$ cat src/rtl/imem_arbiter.sv
// imem_arbiter: shares one instruction-memory port between fetch and debug, routing read data back by tag.
// Define IMEM_ARB_RR_EN for round-robin tie-breaking; otherwise debug has fixed priority.
module imem_arbiter #(
    parameter int ADDR_W = 32,
    parameter int DATA_W = 32,
    parameter int RD_LAT = 1
) (
    input  logic              clk,
    input  logic              rst,
    input  logic              f_req,
    input  logic [ADDR_W-1:0] f_addr,
    output logic              f_gnt,
    output logic              f_rvalid,
    output logic [DATA_W-1:0] f_rdata,
    input  logic              d_req,
    input  logic              d_we,
    input  logic [ADDR_W-1:0] d_addr,
    input  logic [DATA_W-1:0] d_wdata,
    input  logic              d_halt,
    output logic              d_gnt,
    output logic              d_rvalid,
    output logic [DATA_W-1:0] d_rdata,
    output logic              m_en,
    output logic              m_we,
    output logic [ADDR_W-1:0] m_addr,
    output logic [DATA_W-1:0] m_wdata,
    input  logic [DATA_W-1:0] m_rdata
);
    if (RD_LAT < 1 || RD_LAT > 4) begin : g_bad_lat
        $error("imem_arbiter: RD_LAT must be in 1..4");
    end
    logic              last_owner;
    logic              f_elig;
    logic              d_elig;
    logic [RD_LAT-1:0] vld;
    logic [RD_LAT-1:0] own;
    // Grants are forced low while reset is asserted
    assign f_elig = rst & f_req & ~d_halt;
    assign d_elig = rst & d_req;
`ifdef IMEM_ARB_RR_EN
    assign d_gnt = d_elig & (~f_elig | ~last_owner);
`else
    assign d_gnt = d_elig;
`endif
    assign f_gnt    = f_elig & ~d_gnt;
    assign m_en     = f_gnt | d_gnt;
    assign m_we     = d_gnt & d_we;
    assign m_addr   = d_gnt ? d_addr : (f_gnt ? f_addr : '0);
    assign m_wdata  = d_gnt ? d_wdata : '0;
    assign f_rvalid = vld[RD_LAT-1] & ~own[RD_LAT-1];
    assign d_rvalid = vld[RD_LAT-1] & own[RD_LAT-1];
    assign f_rdata  = m_rdata;
    assign d_rdata  = m_rdata;
    always_ff @(posedge clk or negedge rst) begin
        if (!rst) begin
            vld        <= '0;
            own        <= '0;
            last_owner <= 1'b1;
        end else begin
            if (m_en) last_owner <= d_gnt;
            vld[0] <= m_en & ~m_we;
            own[0] <= d_gnt;
            for (int i = 1; i < RD_LAT; i++) begin
                vld[i] <= vld[i-1];
                own[i] <= own[i-1];
            end
        end
    end
endmodule

$ cat config.mk
export PLATFORM = sky130hd
export DESIGN_NAME = imem_arbiter
export DESIGN_NICKNAME = d
export VERILOG_FILES = /design/src/rtl/imem_arbiter.sv
export SDC_FILE = /design/constraint.sdc
export NUM_CORES = 1
export LEC_CHECK = 0
export ABC_AREA = 1
export BUFFER_PORTS_ARGS = -buffer_cell sky130_fd_sc_hd__buf_2
export CORE_AREA = 3 3 102 104
export CTS_BUF_LIST = sky130_fd_sc_hd__clkbuf_16
export CTS_CLUSTER_SIZE = 12
export DETAILED_ROUTE_END_ITERATION = 10
export DIE_AREA = 0 0 105 107
export GPL_TIMING_DRIVEN = 0
export HOLD_SLACK_MARGIN = 0.15
export SYNTH_ARGS = -nofsm -noshare
export SYNTH_HDL_FRONTEND = slang
export SYNTH_SLANG_ARGS = --single-unit
$ cat constraint.sdc
create_clock -name clk -period 0.8 [get_ports clk]
set_input_delay 0.04 -clock clk [delete_from_list [all_inputs] [get_ports clk]]
set_output_delay 0.04 -clock clk [all_outputs]
set_load 0.005 [all_outputs]
==> results.py <==
metrics = {
    "power": {
        "switching_share_pct": 29.0,
        "pwr-share-clk_pct": 35.1,
        "ir_worst_vdd_uv": 597,
        "p_int_mw": 1.50,
        "powerDensity_nw_per_um2": 701,
        "switchingPower_mw": 0.612,
        "seq_power_share_pct": 5.3,
        "p_comb_share_pct": 59.6,
        "p_leak_nw": 2.07,
    },
    "routing": {
        "wl_per_cell_um": 10.5,
        "dr.pass1.iters": 3,
        "wl_um": 6620,
        "wl_met2_um": 3640,
        "viasPerCell": 3.57,
        "antenna_left": 0,
        "top_layer": "met4",
        "dr_wl_met3_um": 720,
        "route.vias.total": 2261,
        "drc": 0,
        "wl_met1_um": 2240,
        "drt-initial-drc-count": 57,
    },
    "job": {
        "cap_violations": 0,
    },
    "placed_design": {
        "port_buffers": 235,
        "dp_hpwl_um": 5790,
        "routabilityCongestion": 0.743,
        "dp.cells": 622,
    },
    "yosys": {
        "syn_nets": 388,
        "seq_area_frac_synth_pct": 3.80,
        "synth_seq_cells": 2,
        "syn_inst": 254,
        "syn_area_per_cell_um2": 5.19,
        "syn_area_um2": 1320,
        "yosysWarnings": 0,
        "ys_types": 11,
    },
    "cells_and_area": {
        "regArea_um2": 50.0,
        "finalNonFillerCells": 633,
        "fillerInstances": 1098,
        "final_common_cell": "buf_2",
        "multi_input_area_um2": 654,
        "fin_nets": 636,
        "synthToLayoutAreaGrowth_pct": 128,
        "final_cell_mix": "233 x buf_2, 71 x buf_4, 65 x nand2_1",
        "drive_gt1_share_pct": 67.8,
        "antenna_cells": 0,
    },
    "sta": {
        "holdWs_ns": 0.167,
        "final-hold-violation-count": 0,
        "finalMaxSlewViolations": 0,
        "rsz0062_at_grt": "true",
        "fin_crit_sh_pct": 106,
        "layout_setup_ws_ns": -0.0469,
        "min_period_ns": 0.847,
        "worstMarginPinSlew_ns": 0.182,
        "fmax_mhz": 1180,
        "max-slew-margin-rel_pct": 87.9,
        "setup_viol": 27,
    },
    "global_route": {
        "antenna_found_initial": 0,
        "grt_max_degree": 12,
        "grt_pass1_vias": 2108,
        "grt_pass1_wl_um": 9490,
        "grtUsageTotal_pct": 10.3,
        "gr-total-overflow": 0,
    },
    "die": {
        "fp.dieW_um": 105,
        "io_pins": 268,
        "die_area_um2": 11200,
        "die_y_um": 107,
        "rows": 36,
        "coreArea_um2": 9640,
        "start_util_pct": 13.7,
    },
    "run_status": {
        "status": "complete, but fails checks",
        "violations": "setup timing",
    },
    "critical_path": {
        "critPathKind": "flip-flop to primary output",
        "cp_data_arrival_time_ns": 0.81,
        "critPathMaxStageDelay_ns": 0.34,
        "critPathSlowestCell": "dfrtp_1",
        "crit_required_ns": 0.76,
        "critical_path.cell_chain": "inv_1 > nor2_1 > buf_2",
        "worstPathMaxFanout": 2,
        "critical_path.startpoint_type": "flip-flop",
        "crit_path_end_kind": "primary output",
    },
    "cts": {
        "clkTransAtPathRegs_ns": 0.03,
        "cts.htree.levels": 1,
        "clock_sinks": 2,
        "cts_tree": "done",
        "root_buffer": "clkbuf_16",
        "numCtsBuffers": 3,
        "clockBufferDepth": 2,
    },
    "min_path": {
        "whs_path_depth": 3,
        "hold_path.class": "input pin to flip-flop",
        "hold_end": "vld",
        "min_from": "rst",
    },
}
[power groups by stage]
stage | clock, mW | sequential [mW] | combinational, mW
final | 0.740 | 0.112 | 1.26
after global routing | 0.768 | 0.113 | 1.39
after CTS | 0.752 | 0.112 | 1.25
after detailed placement | 0 | 0.113 | 1.15
after global placement | 0 | 0.113 | 1.15
after floorplan | 0 | 0.112 | 0.529
[per-layer routing]
| layer | up-vias | track usage [%] |
|---|---|---|
| li1 | 1179 | - |
| met1 | 936 | 9.91 |
| met2 | 144 | 22.0 |
| met3 | 2 | 2.65 |
| met4 | 0 | 1.12 |
| met5 | - | 0 |
[critical path: cells and delay by family (launching register included)]
| kind | cells | cell delay [ns] |
|---|---|---|
| flip-flops | 1 | 0.34 |
| buffers and inverters | 2 | 0.16 |
| AND/OR/NAND/NOR | 1 | 0.09 |
[how the worst max path moves through the flow]
stage            endpoint  cells past startpoint  start
6_report         f_rvalid                      3    vld
5_1_grt          f_rvalid                      3    vld
4_1_cts          f_rvalid                      3    vld
3_5_place_dp   m_addr[29]                      7    rst
3_3_place_gp    m_addr[4]                      7    rst
2_1_floorplan  m_addr[10]                      5    rst
[cell families (layout without fill, tap and decap cells)]
family,count (synthesis),after routing,synth area share [%]
AND/OR/NAND/NOR,137,137,42.9
flip-flops,2,2,3.80
AO/OA/AOI/OAI,1,1,0.379
buffers and inverters,114,360,52.9
[synthesized netlist by cell type, drive strengths merged]
library cell | number | area, um^2
a21oi | 1 | 5.00
buf | 76 | 556
dfrtp | 2 | 50.1
inv | 38 | 143
nand2 | 68 | 258
nand3 | 33 | 165
nor2 | 36 | 143
[registers in the layout (all words and copies together) (netlist names)]
name,flops
own,1
vld,1
[metrics by stage]
stage,power (mW),utilization [%],instance area [um^2],worst slack (ns),TNS [ns]
4_1_cts,2.11,30.5,2940,-0.0511,-1.15
2_1_floorplan,0.641,-,1320,0.253,0
5_1_grt,2.27,31.2,3010,-0.0904,-2.43
3_3_place_gp,1.26,27.6,2660,-0.310,-10.54
3_5_place_dp,1.26,27.6,2660,-0.298,-10.00
6_report,2.11,31.2,3010,-0.0469,-0.355
[final cells by class]
class                           instances  share of cell area [%]
Clock buffer                            3                    2.50
Tap cell                              133                    5.54
Sequential cell                         2                    1.67
Multi-Input combinational cell        138                    21.8
Timing Repair Buffer                  243                    43.6
Inverter                               38                    5.00
Buffer                                 76                    19.9
[repair_timing]
item | 4_1_cts | 5_1_grt
hold endpoints to repair | 2 | 0
hold buffers | 1 | 0
resized for setup | 38 | 8
gates cloned | 2 | 1
endpoints found under the setup margin | 65 | 35
setup buffers | 3 | 1
pin swaps | 10 | 12
(Power assumes the default switching activity.)
